<file path="src/rtl/rom_arbiter.sv">
// Round-robin arbiter sharing one registered-read ROM port among N requesters.
// Read data returns two cycles after ack, tagged with a one-hot rd_valid.
module rom_arbiter #(
  parameter int unsigned N          = 4,
  parameter int unsigned WIDTH      = 8,
  parameter int unsigned DEPTH      = 256,
  parameter bit          HIPRI_EN   = 1'b0,
  localparam int unsigned ADDR_WIDTH = $clog2(DEPTH)
) (
  input  logic                    clk,
  input  logic                    rstn,
  input  logic [N-1:0]            req,
  input  logic [N*ADDR_WIDTH-1:0] req_addr,
  output logic [N-1:0]            ack,
  output logic [N-1:0]            rd_valid,
  output logic [WIDTH-1:0]        rd_data,
  output logic [ADDR_WIDTH-1:0]   rom_addr,
  input  logic [WIDTH-1:0]        rom_data
);

  localparam int unsigned PW = (N > 1) ? $clog2(N) : 1;

  logic [PW-1:0] ptr;
  logic [PW-1:0] win;
  logic          grant;
  logic [PW-1:0] ptr_nxt;
  logic [PW-1:0] taga;
  logic          va;
  int unsigned   idx;

  // Wrapping search from ptr; requester 0 overrides when high priority is on
  always_comb begin
    grant = 1'b0;
    win   = '0;
    idx   = 0;
    for (int unsigned k = 0; k < N; k++) begin
      idx = 32'(ptr) + k;
      if (idx >= N) idx = idx - N;
      if (!grant && req[PW'(idx)]) begin
        grant = 1'b1;
        win   = PW'(idx);
      end
    end
    if (HIPRI_EN && req[0]) begin
      grant = 1'b1;
      win   = '0;
    end
  end

  assign ptr_nxt = (win == PW'(N - 1)) ? '0 : win + PW'(1);
  assign ack     = (grant && rstn) ? (N'(1) << win) : '0;
  assign rd_data = rom_data;

  // Stage A: capture winner address and tag
  always_ff @(posedge clk or negedge rstn) begin
    if (!rstn) begin
      ptr      <= '0;
      rom_addr <= '0;
      taga     <= '0;
      va       <= 1'b0;
    end else begin
      va <= grant;
      if (grant) begin
        ptr      <= ptr_nxt;
        rom_addr <= req_addr[win*ADDR_WIDTH +: ADDR_WIDTH];
        taga     <= win;
      end
    end
  end

  // Stage B: tag travels alongside the ROM's registered read, decoded one-hot
  always_ff @(posedge clk or negedge rstn) begin
    if (!rstn) begin
      rd_valid <= '0;
    end else begin
      rd_valid <= va ? (N'(1) << taga) : '0;
    end
  end

endmodule
</file>
<file path="config.mk">
export PLATFORM = sky130hd
export DESIGN_NAME = rom_arbiter
export DESIGN_NICKNAME = d
export VERILOG_FILES = /design/src/rtl/rom_arbiter.sv
export SDC_FILE = /design/constraint.sdc
export NUM_CORES = 1
export LEC_CHECK = 0
export BUFFER_PORTS_ARGS = -buffer_cell sky130_fd_sc_hd__buf_2
export CAP_MARGIN = 20
export CORE_MARGIN = 5
export CORE_UTILIZATION = 42
export CTS_BUF_LIST = sky130_fd_sc_hd__clkbuf_4 sky130_fd_sc_hd__clkbuf_8
export DETAILED_ROUTE_END_ITERATION = 8
export PLACE_DENSITY = 0.88
export SLEW_MARGIN = 40
export SYNTH_ARGS = -nofsm -noshare
export SYNTH_HDL_FRONTEND = slang
export SYNTH_SLANG_ARGS = --single-unit
</file>
<file path="constraint.sdc">
create_clock -name clk -period 2.2 [get_ports clk]
set_input_delay 0.33 -clock clk [delete_from_list [all_inputs] [get_ports clk]]
set_output_delay 0.33 -clock clk [all_outputs]
set_load 0.03 [all_outputs]
</file>
==> impl_results.md <==
* Grt ovf at 0
* Fmax at approximately 480 MHz
* Post-synth top area share at 41.8%
* Worst-Margin Slew at about 0.29 ns
* Period utilization at 95.1%
* R2R setup slack at 0.51 ns
* IO buf count at 53
* Share of layout cells above drive strength 1 at 44.4%
* Lkg Pwr at 0.700 nW
* IO Pins at 70
* Status: completed
* Met1 global-route usage at 16.2%
* CP Data Arrival Time at approximately 1.8 ns
* ANT nets after route at 0
* Endpoints failing hold at 0
* Largest family of logic cells by synthesized area: compound AO/OA/AOI/OAI gates
* Max-slew violation count at 0
* Final Skew at 0.00204 ns
* Final setup fails at 0
* Final net count at 201
* Synthesized area at 1020 µm²
* Reg2Reg Capture Point: rom_addr[1]
* Synth Area in Adders at 1.23%
* Fillers at 212
* MaxCap Viol Count at 0
* M2 GR Usage at 29.5%
* Avg Synthesized Cell Area at between 10 and 15 µm²
* Worst setup path endpoint: ack[3]
* Overall routed net length at 2550 µm
* Multi-input logic area at 487 µm²
* Synth cell types at 24
* RSZ-0062 raised after global routing: false
* Main synth FF type: dfrtp_1
* Top cells by count, synth: 17 x dfrtp_1, 16 x mux2i_1, 16 x nand2_1
* Power Density at ~1300 nW/µm²
* Sum of negative setup slack at 0 ns
* Worst r2r src: ptr[1]
* CTS tree: built
* Fin crit period at 2.09 ns
* Number of synthesized flops with an enable pin at 0
* Overall track demand over capacity in global routing at 15.3%
* Post-synthesis mux area share at 15.7%
* Synth area leaders: dfrtp_1 42%, mux2i_1 16%, o221ai_1 6.9%
* Htree depth at 1
* Crit path kind: flop to primary output
* FF+latch area at approximately 430 µm²
* Die area at 3510 µm²
* Req. time, crit path at 1.87 ns
* HPWL Detailed at 2050 µm
* Pwr Total at 1.68 mW
* Via density at 5.15
* Hold Path Class: input port to flop
* R2R cell count at 5
* Initial DRT Pass Iterations at 4
* Simple-gate portion of the synthesized area at between 10% and 20%
* Top Usage Layer GRT: met2
* Crit start category: flop
* Ys async rst share at 100%
* Ant. Diodes at 0
* Initial antenna violation count at 0
* Clock Pin Slew Worst Setup and Hold Paths at about 0.090 ns
* Total CTS buffers at 3
* Core area at 2250 µm²
* CP Max Fanout at 6
* Largest buffer count on any clock path at 2
* #FFs+latches synth at 17
* Syn Nets at 148
* Clock Latency Late Sink at 0.28 ns
* Layout area overhead at 29.6%
* CP endpoint kind: primary output
* Most common cell in the netlist: dfrtp_1
* Wire per inst at around 14 µm
* Warnings, synthesis at 0
* First-pass GRT wire length at 4030 µm
* Peak VDD IR at 0.666 mV
* GPL Wtd Cong at 0.803
* Die Wd at 59.2 µm
* Std-Cell Rows at 17
* XOR/XNOR Fraction of Synth Area at 0%
* Slew headroom at 80.2%
* Sequential area share after synthesis at 41.8%
* Syn Inst Count at 101
* Via count at 932
* Crit path launch: ptr[1]
* Initial Util at 45.2%
* Cell taking the most area after synthesis: dfrtp_1
* Clock sinks at 17
* Largest net degree at the start of global routing at 12
* Synth Area in Compound Gates at between 15 and 20%
* GR Util met3 at 1.53%
* Vias in the first global route at between 900 and 1k
* Initial DRC Count at 25
* Chip height at 59.2 µm
* Root Driver: clkbuf_4
* Drt drc at 0
[stage by stage]
step	cell area (µm²)	hold slack, ns	util (%)	setup WS (ns)	cells
floorplan	1020	0.0344	-	0.0840	101
global placement	1270	0.180	56.3	0.370	175
detailed placement	1270	0.182	56.3	0.335	175
CTS	1310	0.356	58.0	0.00601	180
global route	1320	0.367	58.5	0.00412	181
finish	1320	0.360	58.5	0.107	181
[area by class of cell]
cell class              count  share of cell area [%]
multi-input cells          67                    36.9
flip-flops and latches     17                    32.3
repair buffers             60                    24.5
well taps                  28                    2.65
clock buffers               4                    2.27
inverters                   5                    1.42
[power by group]
| group | total (mW) | leakage (nW) | internal [mW] | switching [mW] |
|---|---|---|---|---|
| clock | 0.173 | 0.0184 | 0.0827 | 0.0902 |
| combinational | 0.966 | 0.478 | 0.378 | 0.588 |
| sequential | 0.544 | 0.204 | 0.454 | 0.0904 |
[layer usage]
| metal | vias up | routed length (µm) |
|---|---|---|
| met5 | - | 0 |
| met4 | 0 | 45 |
| met3 | 6 | 183 |
| met2 | 44 | 1320 |
| met1 | 420 | 1000 |
| li1 | 462 | - |
[cells in the final DEF (no fill, tap or decap)]
master and instances:
buf_2 52, nand2_1 16, mux2i_1 16, dfrtp_1 16, o221ai_1 8, buf_4 6
inv_1 5, clkbuf_4 5, nor2_1 4, a21oi_1 3, a21o_2 2, o22ai_1 2
nor3_1 2, nor3b_1 2, and3_1 2, o21ai_0 2, nor4_2 1, o21ai_1 1
o32ai_4 1, and3b_1 1, and2b_1 1, a211oi_1 1, a21o_1 1, ha_1 1
dlygate4sd3_1 1, dfrtp_2 1
[worst min-delay path by stage]
stage | from | to | depth (start not counted)
6_report | req_addr[0] | rom_addr[0] | 3
5_1_grt | req_addr[21] | rom_addr[5] | 3
4_1_cts | req_addr[5] | rom_addr[5] | 3
3_5_place_dp | rstn | ptr[0] | 1
3_3_place_gp | rstn | rd_valid[1] | 1
2_1_floorplan | rstn | ptr[0] | 0
[state kept, by name, indices dropped and copies added (netlist names)]
name,flops
ptr,2
va,1
rd_valid,4
taga,2
rom_addr,8
[worst max-delay path, stage by stage, from the launching register on]
cell and delay [ns]:
dfrtp_2 0.41, buf_4 0.16, o32ai_4 0.35, ha_1 0.23
and3_1 0.15, clkbuf_4 0.18
[repair_timing]
item,4_1_cts,5_1_grt
gates resized for setup,0,3
endpoints found under the hold margin,6,0
buffers inserted,0,1
setup endpoints to repair,0,3
hold buffers,1,0
[kinds of logic after synthesis]
family	Yosys count
buffers and inverters	17
multiplexers	16
flip-flops	17
AND/OR/NAND/NOR	29
AO/OA/AOI/OAI	21
adder cells (fa/ha/maj)	1
(Power assumes the default switching activity.)
